### src/rtl/fnd_time_display.sv
// rtl/fnd_time_display.sv - 4-digit multiplexed seven-segment driver for the game timer.
// Latches one timer snapshot per scan frame so digits never tear on a rollover.
module fnd_time_display #(
  parameter int SCAN_DIV  = 100_000,
  parameter int BLINK_DIV = 50_000_000
) (
  input  logic       clk,
  input  logic       rst,
  input  logic [3:0] sec0,
  input  logic [3:0] sec1,
  input  logic [3:0] min0,
  input  logic [3:0] min1,
  input  logic       time_over,
  input  logic       run,
  output logic [3:0] fnd_com,
  output logic [7:0] fnd_data
);

  localparam int SW = (SCAN_DIV > 1) ? $clog2(SCAN_DIV) : 1;
  localparam int BW = (BLINK_DIV > 1) ? $clog2(BLINK_DIV) : 1;
  localparam logic [SW-1:0] SCAN_MAX  = SW'(SCAN_DIV - 1);
  localparam logic [BW-1:0] BLINK_MAX = BW'(BLINK_DIV - 1);

  logic [SW-1:0] scan_cnt_q, scan_cnt_d;
  logic [1:0]    idx_q, idx_d;
  logic [BW-1:0] blink_cnt_q, blink_cnt_d;
  logic          blink_ph_q, blink_ph_d;
  logic [3:0]    s0_q, s0_d, s1_q, s1_d, m0_q, m0_d, m1_q, m1_d;
  logic          to_q, to_d, rn_q, rn_d;
  logic [3:0]    fnd_com_q, fnd_com_d;
  logic [7:0]    fnd_data_q, fnd_data_d;

  logic [3:0]    digit;
  logic [7:0]    seg;
  logic          dp_on;

  function automatic logic [7:0] seg_decode(input logic [3:0] v);
    case (v)
      4'd0:    seg_decode = 8'hC0;
      4'd1:    seg_decode = 8'hF9;
      4'd2:    seg_decode = 8'hA4;
      4'd3:    seg_decode = 8'hB0;
      4'd4:    seg_decode = 8'h99;
      4'd5:    seg_decode = 8'h92;
      4'd6:    seg_decode = 8'h82;
      4'd7:    seg_decode = 8'hF8;
      4'd8:    seg_decode = 8'h80;
      4'd9:    seg_decode = 8'h90;
      default: seg_decode = 8'hBF;
    endcase
  endfunction

  always_comb begin
    scan_cnt_d  = scan_cnt_q + 1'b1;
    idx_d       = idx_q;
    blink_cnt_d = blink_cnt_q + 1'b1;
    blink_ph_d  = blink_ph_q;
    s0_d = s0_q; s1_d = s1_q; m0_d = m0_q; m1_d = m1_q;
    to_d = to_q; rn_d = rn_q;

    if (scan_cnt_q == SCAN_MAX) begin
      scan_cnt_d = '0;
      idx_d      = idx_q + 2'd1;
      // Snapshot loads on the same edge idx returns to 0, so slot 0 sees it.
      if (idx_q == 2'd3) begin
        s0_d = sec0; s1_d = sec1; m0_d = min0; m1_d = min1;
        to_d = time_over; rn_d = run;
      end
    end

    if (blink_cnt_q == BLINK_MAX) begin
      blink_cnt_d = '0;
      blink_ph_d  = ~blink_ph_q;
    end
  end

  always_comb begin
    digit = s0_q;
    case (idx_q)
      2'd0: digit = s0_q;
      2'd1: digit = s1_q;
      2'd2: digit = m0_q;
      2'd3: digit = m1_q;
      default: digit = s0_q;
    endcase
    seg   = seg_decode(digit);
    dp_on = (idx_q == 2'd2) && !to_q && (!rn_q || blink_ph_q);

    fnd_com_d  = ~(4'b0001 << idx_q);
    fnd_data_d = {seg[7] & ~dp_on, seg[6:0]};
    if (to_q && !blink_ph_q) begin
      fnd_com_d  = 4'b1111;
      fnd_data_d = 8'hFF;
    end
  end

  always_ff @(posedge clk or posedge rst) begin
    if (rst) begin
      scan_cnt_q  <= '0;
      idx_q       <= 2'd0;
      blink_cnt_q <= '0;
      blink_ph_q  <= 1'b0;
      s0_q        <= 4'd0;
      s1_q        <= 4'd0;
      m0_q        <= 4'd0;
      m1_q        <= 4'd1;
      to_q        <= 1'b0;
      rn_q        <= 1'b0;
      fnd_com_q   <= 4'b1111;
      fnd_data_q  <= 8'hFF;
    end else begin
      scan_cnt_q  <= scan_cnt_d;
      idx_q       <= idx_d;
      blink_cnt_q <= blink_cnt_d;
      blink_ph_q  <= blink_ph_d;
      s0_q        <= s0_d;
      s1_q        <= s1_d;
      m0_q        <= m0_d;
      m1_q        <= m1_d;
      to_q        <= to_d;
      rn_q        <= rn_d;
      fnd_com_q   <= fnd_com_d;
      fnd_data_q  <= fnd_data_d;
    end
  end

  assign fnd_com  = fnd_com_q;
  assign fnd_data = fnd_data_q;

endmodule

### config.mk
export PLATFORM = sky130hd
export DESIGN_NAME = fnd_time_display
export DESIGN_NICKNAME = d
export VERILOG_FILES = /design/src/rtl/fnd_time_display.sv
export SDC_FILE = /design/constraint.sdc
export NUM_CORES = 1
export LEC_CHECK = 0
export BUFFER_PORTS_ARGS = -buffer_cell sky130_fd_sc_hd__buf_2
export CAP_MARGIN = 0
export CORE_MARGIN = 1.5
export CORE_UTILIZATION = 40
export CTS_CLUSTER_DIAMETER = 50
export DETAILED_ROUTE_END_ITERATION = 10
export GPL_TIMING_DRIVEN = 0
export PLACE_DENSITY = 0.6
export SKIP_CTS_REPAIR_TIMING = 1
export SYNTH_ARGS = -nofsm -noshare
export SYNTH_HDL_FRONTEND = slang
export SYNTH_SLANG_ARGS = --single-unit
export TNS_END_PERCENT = 1
### constraint.sdc
create_clock -name clk -period 2.18 [get_ports clk]
set_input_delay 0.436 -clock clk [delete_from_list [all_inputs] [get_ports clk]]
set_output_delay 0.436 -clock clk [all_outputs]
set_load 0.05 [all_outputs]
==> flow_summary.json, run 1 <==
{
  "grt_pass1_wl_um": 10600,
  "ys.flop_type": "dfrtp_1",
  "period_minus_slack_ns": 2.15,
  "synth_edf_count": 0,
  "path_class": "register to register",
  "fin_crit_sh_pct": 98.7,
  "drc": 0,
  "reg2reg_to": "s1_q[0]",
  "seqPwrFrac_pct": 53.8,
  "worst_pin_slew_ns": 0.814,
  "worst_r2r_startpoint": "scan_cnt_q[13]",
  "cts_sinks": 76,
  "startpoint_type": "register",
  "n_fill_cell": 760,
  "grt_setup_unrepaired": "true",
  "fmax_mhz": 465,
  "cts_max_level": 3,
  "ff2ff_path_depth": 5,
  "rrSetupSlack_ns": 0.03,
  "end_kind": "register",
  "grt_max_degree": 41,
  "finalSetupViolCount": 0,
  "drt_iter0_markers": 58,
  "p_leak_uw": 0.00189,
  "dp_hpwl_um": 4190,
  "hold_viol": 0,
  "syn_area_per_cell_um2": 11.7,
  "cp.required_ns": 2.42,
  "yosysSeqAreaShare_pct": 55.0,
  "slew_headroom_pct": 45.6,
  "swShare_pct": 23.8,
  "fp.dieW_um": 96.4,
  "final_nets": 372,
  "diodes": 0,
  "clk_path_buf_depth": 2,
  "status": "finished clean",
  "core.rowCount": 33,
  "ir_drop_mv": 0.404,
  "syn_nets": 329,
  "crit_start": "scan_cnt_q[13]",
  "yosys_warnings": 0,
  "dr.pass1.iters": 5,
  "placed_area_um2": 3800,
  "fp.coreArea_um2": 8340,
  "power_frac_comb_pct": 5.8,
  "num_vias": 2265,
  "cts_tree": "done",
  "die_h_um": 96.4,
  "pre_cts_ws_ns": -0.218,
  "drtAntennaViolNets": 0,
  "clock_latency_ns": 0.35,
  "syn_to_final_growth_pct": 16.5,
  "gp_routability_congestion": 0.764,
  "grt_pass1_vias": 2184,
  "wl_um": 6220,
  "path_max_fanout": 10,
  "antenna_found_initial": 0,
  "synth_cell_types": 39,
  "hold_path_class": "primary input to async pin",
  "synthArstFlopShare_pct": 100,
  "start_util_pct": 41.8,
  "pwr_density_cell_nw_per_um2": 665,
  "grt_overflow": 0,
  "pin_count": 32,
  "routed_via_density": 5.01,
  "critPathArrivalTime_ns": 2.39,
  "portBuffers": 31,
  "cap_violations": 0,
  "syn-instance-count": 299,
  "numCtsBuffers": 9,
  "ys_ff_latch": 76,
  "slew_viol_final": 0,
  "switchingPower_uw": 643,
  "netlist_area_um2": 3490,
  "p_clk_share_pct": 40.4,
  "finalClockSkew_ns": 0.00761,
  "dieArea_um2": 9290,
  "root_buffer": "clkbuf_8",
  "layout_setup_ws_ns": 0.0282,
  "intPower_uw": 2060,
  "stdcell_area_um2": 4060,
  "wire_per_inst_um": 13.8,
  "cts.clk_slew.worst_paths_ns": 0.08,
  "grtUsageTotal_pct": 15.3,
  "drive_above_1_share_pct": 28.0
}
[cells in the final DEF, fill, tap and decap left out, types with 3 or more instances in the layout]
cell type,instances
dfrtp_1,63
buf_2,31
nor2_1,29
nand2_1,24
xor2_1,21
xnor2_1,17
nand3_1,16
dfstp_2,13
inv_1,12
nand4_1,10
mux2_4,10
clkbuf_8,10
mux2_2,9
o21ai_0,8
ha_1,7
and4_1,6
and3_1,5
clkbuf_1,4
a222oi_1,4
nand2b_1,3
nand3b_1,3
nor3_1,3
clkinvlp_4,3
ha_2,3
[registers in the layout, indices dropped and copies added, names as in the netlist]
register,count
idx_q,2
blink_cnt_q,26
fnd_com,4
to_q,1
rn_q,1
blink_ph_q,1
m1_q,4
scan_cnt_q,17
s1_q,4
m0_q,4
fnd_data,8
s0_q,4
[layer usage]
layer | global-route usage, % | up-vias | part of all wire [%]
li1 | - | 1116 | -
met1 | 21.8 | 1111 | 52
met2 | 21.5 | 30 | 44
met3 | 5.24 | 8 | 3.6
met4 | 5.07 | 0 | 1.1
met5 | 0 | - | 0
[area by class of cell]
type / instances / area (µm²) / area share, %
timing repair buffer: 32 / 175 / 4.31
clock inverter: 5 / 58.8 / 1.45
tap: 105 / 131 / 3.23
inverter: 13 / 52.6 / 1.29
buffer: 6 / 50.0 / 1.23
sequential: 76 / 1920 / 47.2
multi-input combinational: 204 / 1540 / 37.8
clock buffer: 11 / 141 / 3.48
[synth_stat cells (2+ instances only)]
| master | n | share of area, % |
|---|---|---|
| mux2_2 | 9 | 2.9 |
| mux2i_1 | 4 | 1.1 |
| dfrtp_1 | 63 | 45 |
| xnor2_1 | 17 | 4.3 |
| inv_1 | 13 | 1.4 |
| nand2_1 | 24 | 2.6 |
| buf_2 | 2 | 0.29 |
| xor2_1 | 21 | 5.3 |
| nand3_1 | 16 | 2.3 |
| and4_1 | 6 | 1.5 |
| dfstp_2 | 13 | 9.8 |
| clkbuf_1 | 3 | 0.32 |
| nor2_1 | 29 | 3.1 |
| mux2_4 | 10 | 4.3 |
| nand4_1 | 10 | 1.8 |
| nand3b_1 | 3 | 0.65 |
| nor2b_1 | 2 | 0.36 |
| a222oi_1 | 4 | 1.1 |
| and2_1 | 3 | 0.54 |
| nand2b_1 | 3 | 0.54 |
| a21oi_1 | 2 | 0.29 |
| ha_1 | 10 | 3.6 |
| o21ai_0 | 8 | 1.1 |
| and3_1 | 5 | 0.90 |
| nor4_1 | 3 | 0.54 |
| nor3_1 | 3 | 0.43 |
[power groups by stage]
stage	sequential [µW]	clock, µW	combinational (µW)
floorplan	1520	0	70.5
global placement	1480	0	150
detailed placement	1480	0	157
CTS	1450	1130	157
global route	1460	1190	175
finish	1450	1090	157
[critical path, cell delays in order, from the launching register on]
cell and delay (ns):
dfrtp_1 0.43, or4b_4 0.54, nor4_4 0.39, nand2_4 0.18
buf_12 0.20, mux2_4 0.30
[kinds of logic after synthesis]
kind of cell    synth area share [%]
compound gates                  3.19
xor+xnor                        9.54
buf+inv                         2.33
fa+ha+maj                       3.59
flops                           55.0
mux                             8.36
simple gates                    18.0
[worst max path at each step]
stage	end	slack (ns)	depth (start not counted)
2_1_floorplan	m0_q[0]	0.12	5
3_3_place_gp	blink_cnt_q[22]	-0.21	6
5_1_grt	s1_q[0]	-0.06	5
3_5_place_dp	blink_cnt_q[22]	-0.22	6
6_report	s1_q[0]	0.03	5
4_1_cts	blink_cnt_q[22]	-0.23	6
[stage by stage]
| step | hold WS, ns | cells | TNS, ns | util [%] | power, µW |
|---|---|---|---|---|---|
| 2_1_floorplan | 0.442 | 299 | 0 | - | 1590 |
| 3_3_place_gp | 0.465 | 435 | -1.24 | 45.3 | 1630 |
| 3_5_place_dp | 0.465 | 436 | -1.33 | 45.5 | 1640 |
| 4_1_cts | 0.236 | 452 | -1.81 | 47.9 | 2740 |
| 5_1_grt | 0.281 | 452 | -0.692 | 48.7 | 2820 |
| 6_report | 0.228 | 452 | 0 | 48.7 | 2700 |
Note: power is estimated with default switching activity, not from simulation.
==> run 2: changes to the inputs <==
CORE_UTILIZATION = 45   (was 40)
PLACE_DENSITY = 0.66   (was 0.6)
==> run 2 against run 1 <==
  * Power up 2.3%
  * Clock-buffer cell count unchanged
  * Sequential power about the same
  * Fmax about the same
  * First-iteration DRC count up 130%
  * Register-to-register slack about the same
  * Cell area up 1.5%
  * Clock power up 6%
  * Flip-flop and latch count unchanged
  * Core utilization up 7.2 points
  * Critical path depth up 1
  * Die area down 11%
  * Largest cell class unchanged
  * Highest routed layer unchanged
==> flow_summary.json, run 2 (same netlist as run 1, synthesis figures left out) <==
{
  "portBuffers": 31,
  "wire_per_inst_um": 14.0,
  "period_minus_slack_ns": 2.15,
  "fp.coreArea_um2": 7370,
  "largest-register": "blink_cnt_q",
  "layout_common_cells": "dfrtp_1, buf_2, nor2_1",
  "pin_count": 32,
  "end_kind": "register",
  "hold_path_class": "primary input to async pin",
  "startpoint_type": "register",
  "cts_sinks": 76,
  "drt_iter0_markers": 131,
  "tns_ns": 0,
  "diodes": 0,
  "dieArea_um2": 8290,
  "ir_drop_mv": 0.454,
  "grt_setup_unrepaired": "true",
  "grt_pass1_wl_um": 11100,
  "core.rowCount": 31,
  "cap_violations": 0,
  "pre_cts_ws_ns": -0.175,
  "fmax_mhz": 464,
  "path_cells": "or4b_4 > nor4_4 > buf_4 > nand2_4 > buf_12 > mux2_4",
  "seqCellArea_um2": 1920,
  "grt_overflow": 0,
  "root_buffer": "clkbuf_8",
  "clock_latency_ns": 0.35,
  "clk_path_buf_depth": 2,
  "placed_area_um2": 3790,
  "cp.required_ns": 2.41,
  "num_vias": 2332,
  "slowest_stage": "or4b_4",
  "status": "finished clean",
  "n_fill_cell": 649,
  "numCtsBuffers": 9,
  "dpl.cell_count": 430,
  "dr.pass1.iters": 4,
  "pwr_density_cell_nw_per_um2": 670,
  "gr-usage-met1_pct": 23.2,
  "start_util_pct": 47.3,
  "fp.dieW_um": 91.0,
  "critPathBufInv": 2,
  "path_max_fanout": 10,
  "multi_input_area_um2": 1550,
  "hold_viol": 0,
  "layout_commonest_cell": "dfrtp_1",
  "gp_routability_congestion": 0.770,
  "drtAntennaViolNets": 0,
  "fin_crit_sh_pct": 98.8,
  "grtUsageTotal_pct": 17.0,
  "path_class": "register to register",
  "finalSetupViolCount": 0,
  "slew_viol_final": 0,
  "max_stage_delay_ns": 0.56,
  "layout_setup_ws_ns": 0.0261,
  "top_usage_layer": "met2",
  "slew_headroom_pct": 43.2,
  "cts.clk_slew.worst_paths_ns": 0.08,
  "final_nets": 378,
  "critPathArrivalTime_ns": 2.39,
  "critPathTopFamily": "simple AND/OR/NAND/NOR gates",
  "fin_cells": 452,
  "finalClockSkew_ns": 0.00919,
  "p_leak_uw": 0.00193,
  "dp_hpwl_um": 4280,
  "cts_tree": "done",
  "grt_use_met3_pct": 3.85,
  "stdcell_area_um2": 4120,
  "routed_via_density": 5.16,
  "syn_to_final_growth_pct": 18.2,
  "drc": 0,
  "worst_pin_slew_ns": 0.851,
  "antenna_found_initial": 0,
  "cts_max_level": 3,
  "grt_pass1_vias": 2315,
  "drive_above_1_share_pct": 29.5,
  "wl_um": 6330,
  "grt_max_degree": 40,
  "use_met2_pct": 26.5,
  "largest_reg_flops": 26,
  "die_h_um": 91.0
}
==> run 2: metrics by stage <==
step | utilization (%) | hold WS, ns | total power [µW]
2_1_floorplan | - | 0.442 | 1590
3_3_place_gp | 51.2 | 0.465 | 1630
3_5_place_dp | 51.4 | 0.473 | 1640
4_1_cts | 54.3 | 0.264 | 2790
5_1_grt | 56.0 | 0.296 | 2870
6_report | 56.0 | 0.250 | 2770
==> run 2: layout make-up <==
type                            instances  share of cell area [%]
Multi-Input combinational cell        204                    37.5
Inverter                               13                    1.27
Buffer                                  6                    1.21
Sequential cell                        76                    46.5
Timing Repair Buffer                   38                    5.34
Clock buffer                           11                    3.19
Tap cell                               99                    3.00
Clock inverter                          5                    1.91
==> run 2: routing by layer <==
layer | wire length, µm | up-vias
li1 | - | 1129
met3 | 190 | 10
met5 | 0 | -
met4 | 97 | 0
met2 | 2930 | 33
met1 | 3110 | 1160
==> run 2: worst paths after layout <==
kind / from / end / slack [ns] / cells after the start
setup / recovery: scan_cnt_q[13] / s0_q[2] / 0.03 / 6
setup reg to reg: scan_cnt_q[13] / s0_q[2] / 0.03 / 6
hold reg to reg: blink_cnt_q[23] / blink_cnt_q[23] / 0.48 / 1
max in group asynchronous: rst / fnd_data[2] / 1.22 / 3
min in group clk: sec1[1] / s1_q[1] / 0.32 / 2
hold / removal: rst / blink_cnt_q[15] / 0.25 / 2
==> run 2: where the power goes <==
| part | internal, µW | total (µW) | leakage (µW) | switching (µW) |
|---|---|---|---|---|
| Clock | 644 | 1150 | 0.000107 | 507 |
| Combinational | 58.4 | 159 | 0.000877 | 100 |
| Sequential | 1440 | 1460 | 0.000947 | 11.9 |
==> run 3: changes to the inputs <==
RECOVER_POWER = 25   (was unset)
==> run 3 against run 2 <==
  * The run now ends with max-capacitance violations, max-slew violations left
  * Power is essentially flat
  * Largest power group unchanged
  * Register-to-register slack about the same
  * Die area did not move
  * Non-clock buffer count stayed put
  * Sequential power hardly changed
==> flow_summary.json, run 3 (same netlist as run 1, synthesis figures left out) <==
{
  "status": "finished with violations",
  "violations": "max-capacitance violations, max-slew violations",
  "portBuffers": 31,
  "grt_setup_unrepaired": "true",
  "fp.dieW_um": 91.0,
  "diodes": 0,
  "critPathArrivalTime_ns": 2.38,
  "drt_iter0_markers": 131,
  "drtAntennaViolNets": 0,
  "pwr_density_cell_nw_per_um2": 670,
  "p_leak_uw": 0.00193,
  "layout_common_cells": "dfrtp_1, buf_2, nor2_1",
  "max_stage_delay_ns": 0.56,
  "grt_pass1_vias": 2315,
  "dpl.cell_count": 430,
  "gp_routability_congestion": 0.770,
  "hold_path_class": "primary input to register",
  "hold_viol": 0,
  "dieArea_um2": 8290,
  "syn_to_final_growth_pct": 18.1,
  "finalPower_uw": 2760,
  "cts.clk_slew.worst_paths_ns": 0.07,
  "fin_cells": 452,
  "numCtsBuffers": 9,
  "cap_violations": 1,
  "antenna_found_initial": 0,
  "grtUsageTotal_pct": 17.0,
  "largest-register": "blink_cnt_q",
  "clock_latency_ns": 0.35,
  "end_kind": "register",
  "core.rowCount": 31,
  "hp-start": "sec1[1]",
  "grt_max_degree": 40,
  "ff2ff_path_depth": 6,
  "multi_input_area_um2": 1550,
  "layout_commonest_cell": "dfrtp_1",
  "largest_reg_flops": 26,
  "num_vias": 2335,
  "pin_count": 32,
  "wl_um": 6330,
  "finalSetupViolCount": 0,
  "finalClockSkew_ns": 0.00907,
  "stdcell_area_um2": 4120,
  "grt_pass1_wl_um": 11100,
  "final_nets": 378,
  "fmax_mhz": 464,
  "hold_end": "s1_q[1]",
  "die_h_um": 91.0,
  "placed_area_um2": 3790,
  "start_util_pct": 47.3,
  "worst_pin_slew_ns": 1.73,
  "reg2reg_to": "s0_q[2]",
  "seqCellArea_um2": 1920,
  "fin_crit_sh_pct": 98.8,
  "dp_hpwl_um": 4280,
  "slew_viol_final": 39,
  "drive_above_1_share_pct": 29.5,
  "cp.required_ns": 2.41,
  "path_class": "register to register",
  "slowest_stage": "or4b_4",
  "routed_via_density": 5.17,
  "cts_tree": "done",
  "critPathBufInv": 2,
  "startpoint_type": "register",
  "wire_per_inst_um": 14.0,
  "grt_overflow": 0,
  "cts_max_level": 3,
  "drc": 0,
  "dr.pass1.iters": 4,
  "ir_drop_mv": 0.454,
  "worst_r2r_startpoint": "scan_cnt_q[13]",
  "critPathTopFamily": "simple AND/OR/NAND/NOR gates",
  "slew_headroom_pct": -16.1,
  "rrSetupSlack_ns": 0.03,
  "tns_ns": 0,
  "clk_path_buf_depth": 2,
  "root_buffer": "clkbuf_8",
  "period_minus_slack_ns": 2.15,
  "path_max_fanout": 10,
  "fp.coreArea_um2": 7370,
  "path_cells": "or4b_4 > nor4_4 > buf_4 > nand2_4 > buf_12 > mux2_4",
  "cts_sinks": 76,
  "n_fill_cell": 650,
  "hold_path_depth": 2
}
[run 3: how the worst max path moves through the flow]
stage / start / end / cells after the start
finish: scan_cnt_q[13] / s0_q[2] / 6
global route: scan_cnt_q[13] / s0_q[2] / 6
CTS: blink_cnt_q[0] / blink_cnt_q[22] / 6
detailed placement: blink_cnt_q[0] / blink_cnt_q[22] / 6
global placement: blink_cnt_q[0] / blink_cnt_q[22] / 6
floorplan: scan_cnt_q[6] / m0_q[0] / 5
[run 3: cell type report]
cell class                      count  share of cell area (%)
Sequential cell                    76                    46.6
Multi-Input combinational cell    204                    37.6
Timing Repair Buffer               38                    5.34
Clock buffer                       11                    3.19
Tap cell                           99                    3.01
Clock inverter                      5                    1.91
Buffer                              6                    1.21
Inverter                           13                    1.21
[run 3: metrics by stage]
| stage | setup WS, ns | utilization [%] | hold slack, ns |
|---|---|---|---|
| detailed placement | -0.175 | 51.4 | 0.473 |
| global route | -0.0393 | 55.9 | 0.296 |
| CTS | -0.199 | 54.3 | 0.264 |
| finish | 0.0262 | 55.9 | 0.319 |
| global placement | -0.161 | 51.2 | 0.465 |
| floorplan | 0.124 | - | 0.442 |
[run 3: routing by layer]
layer | GRT usage, % | vias up | share of wire, %
li1 | - | 1129 | -
met1 | 23.2 | 1163 | 49
met2 | 26.5 | 33 | 46
met3 | 3.85 | 10 | 3.0
met4 | 6.25 | 0 | 1.5
met5 | 0 | - | 0
[run 3: power by group]
| part | leakage [µW] | switching [µW] | internal (µW) |
|---|---|---|---|
| logic | 0.000877 | 99.9 | 58.5 |
| registers | 0.000947 | 11.9 | 1440 |
| clock network | 0.000107 | 506 | 644 |
| total | 0.00193 | 617 | 2150 |
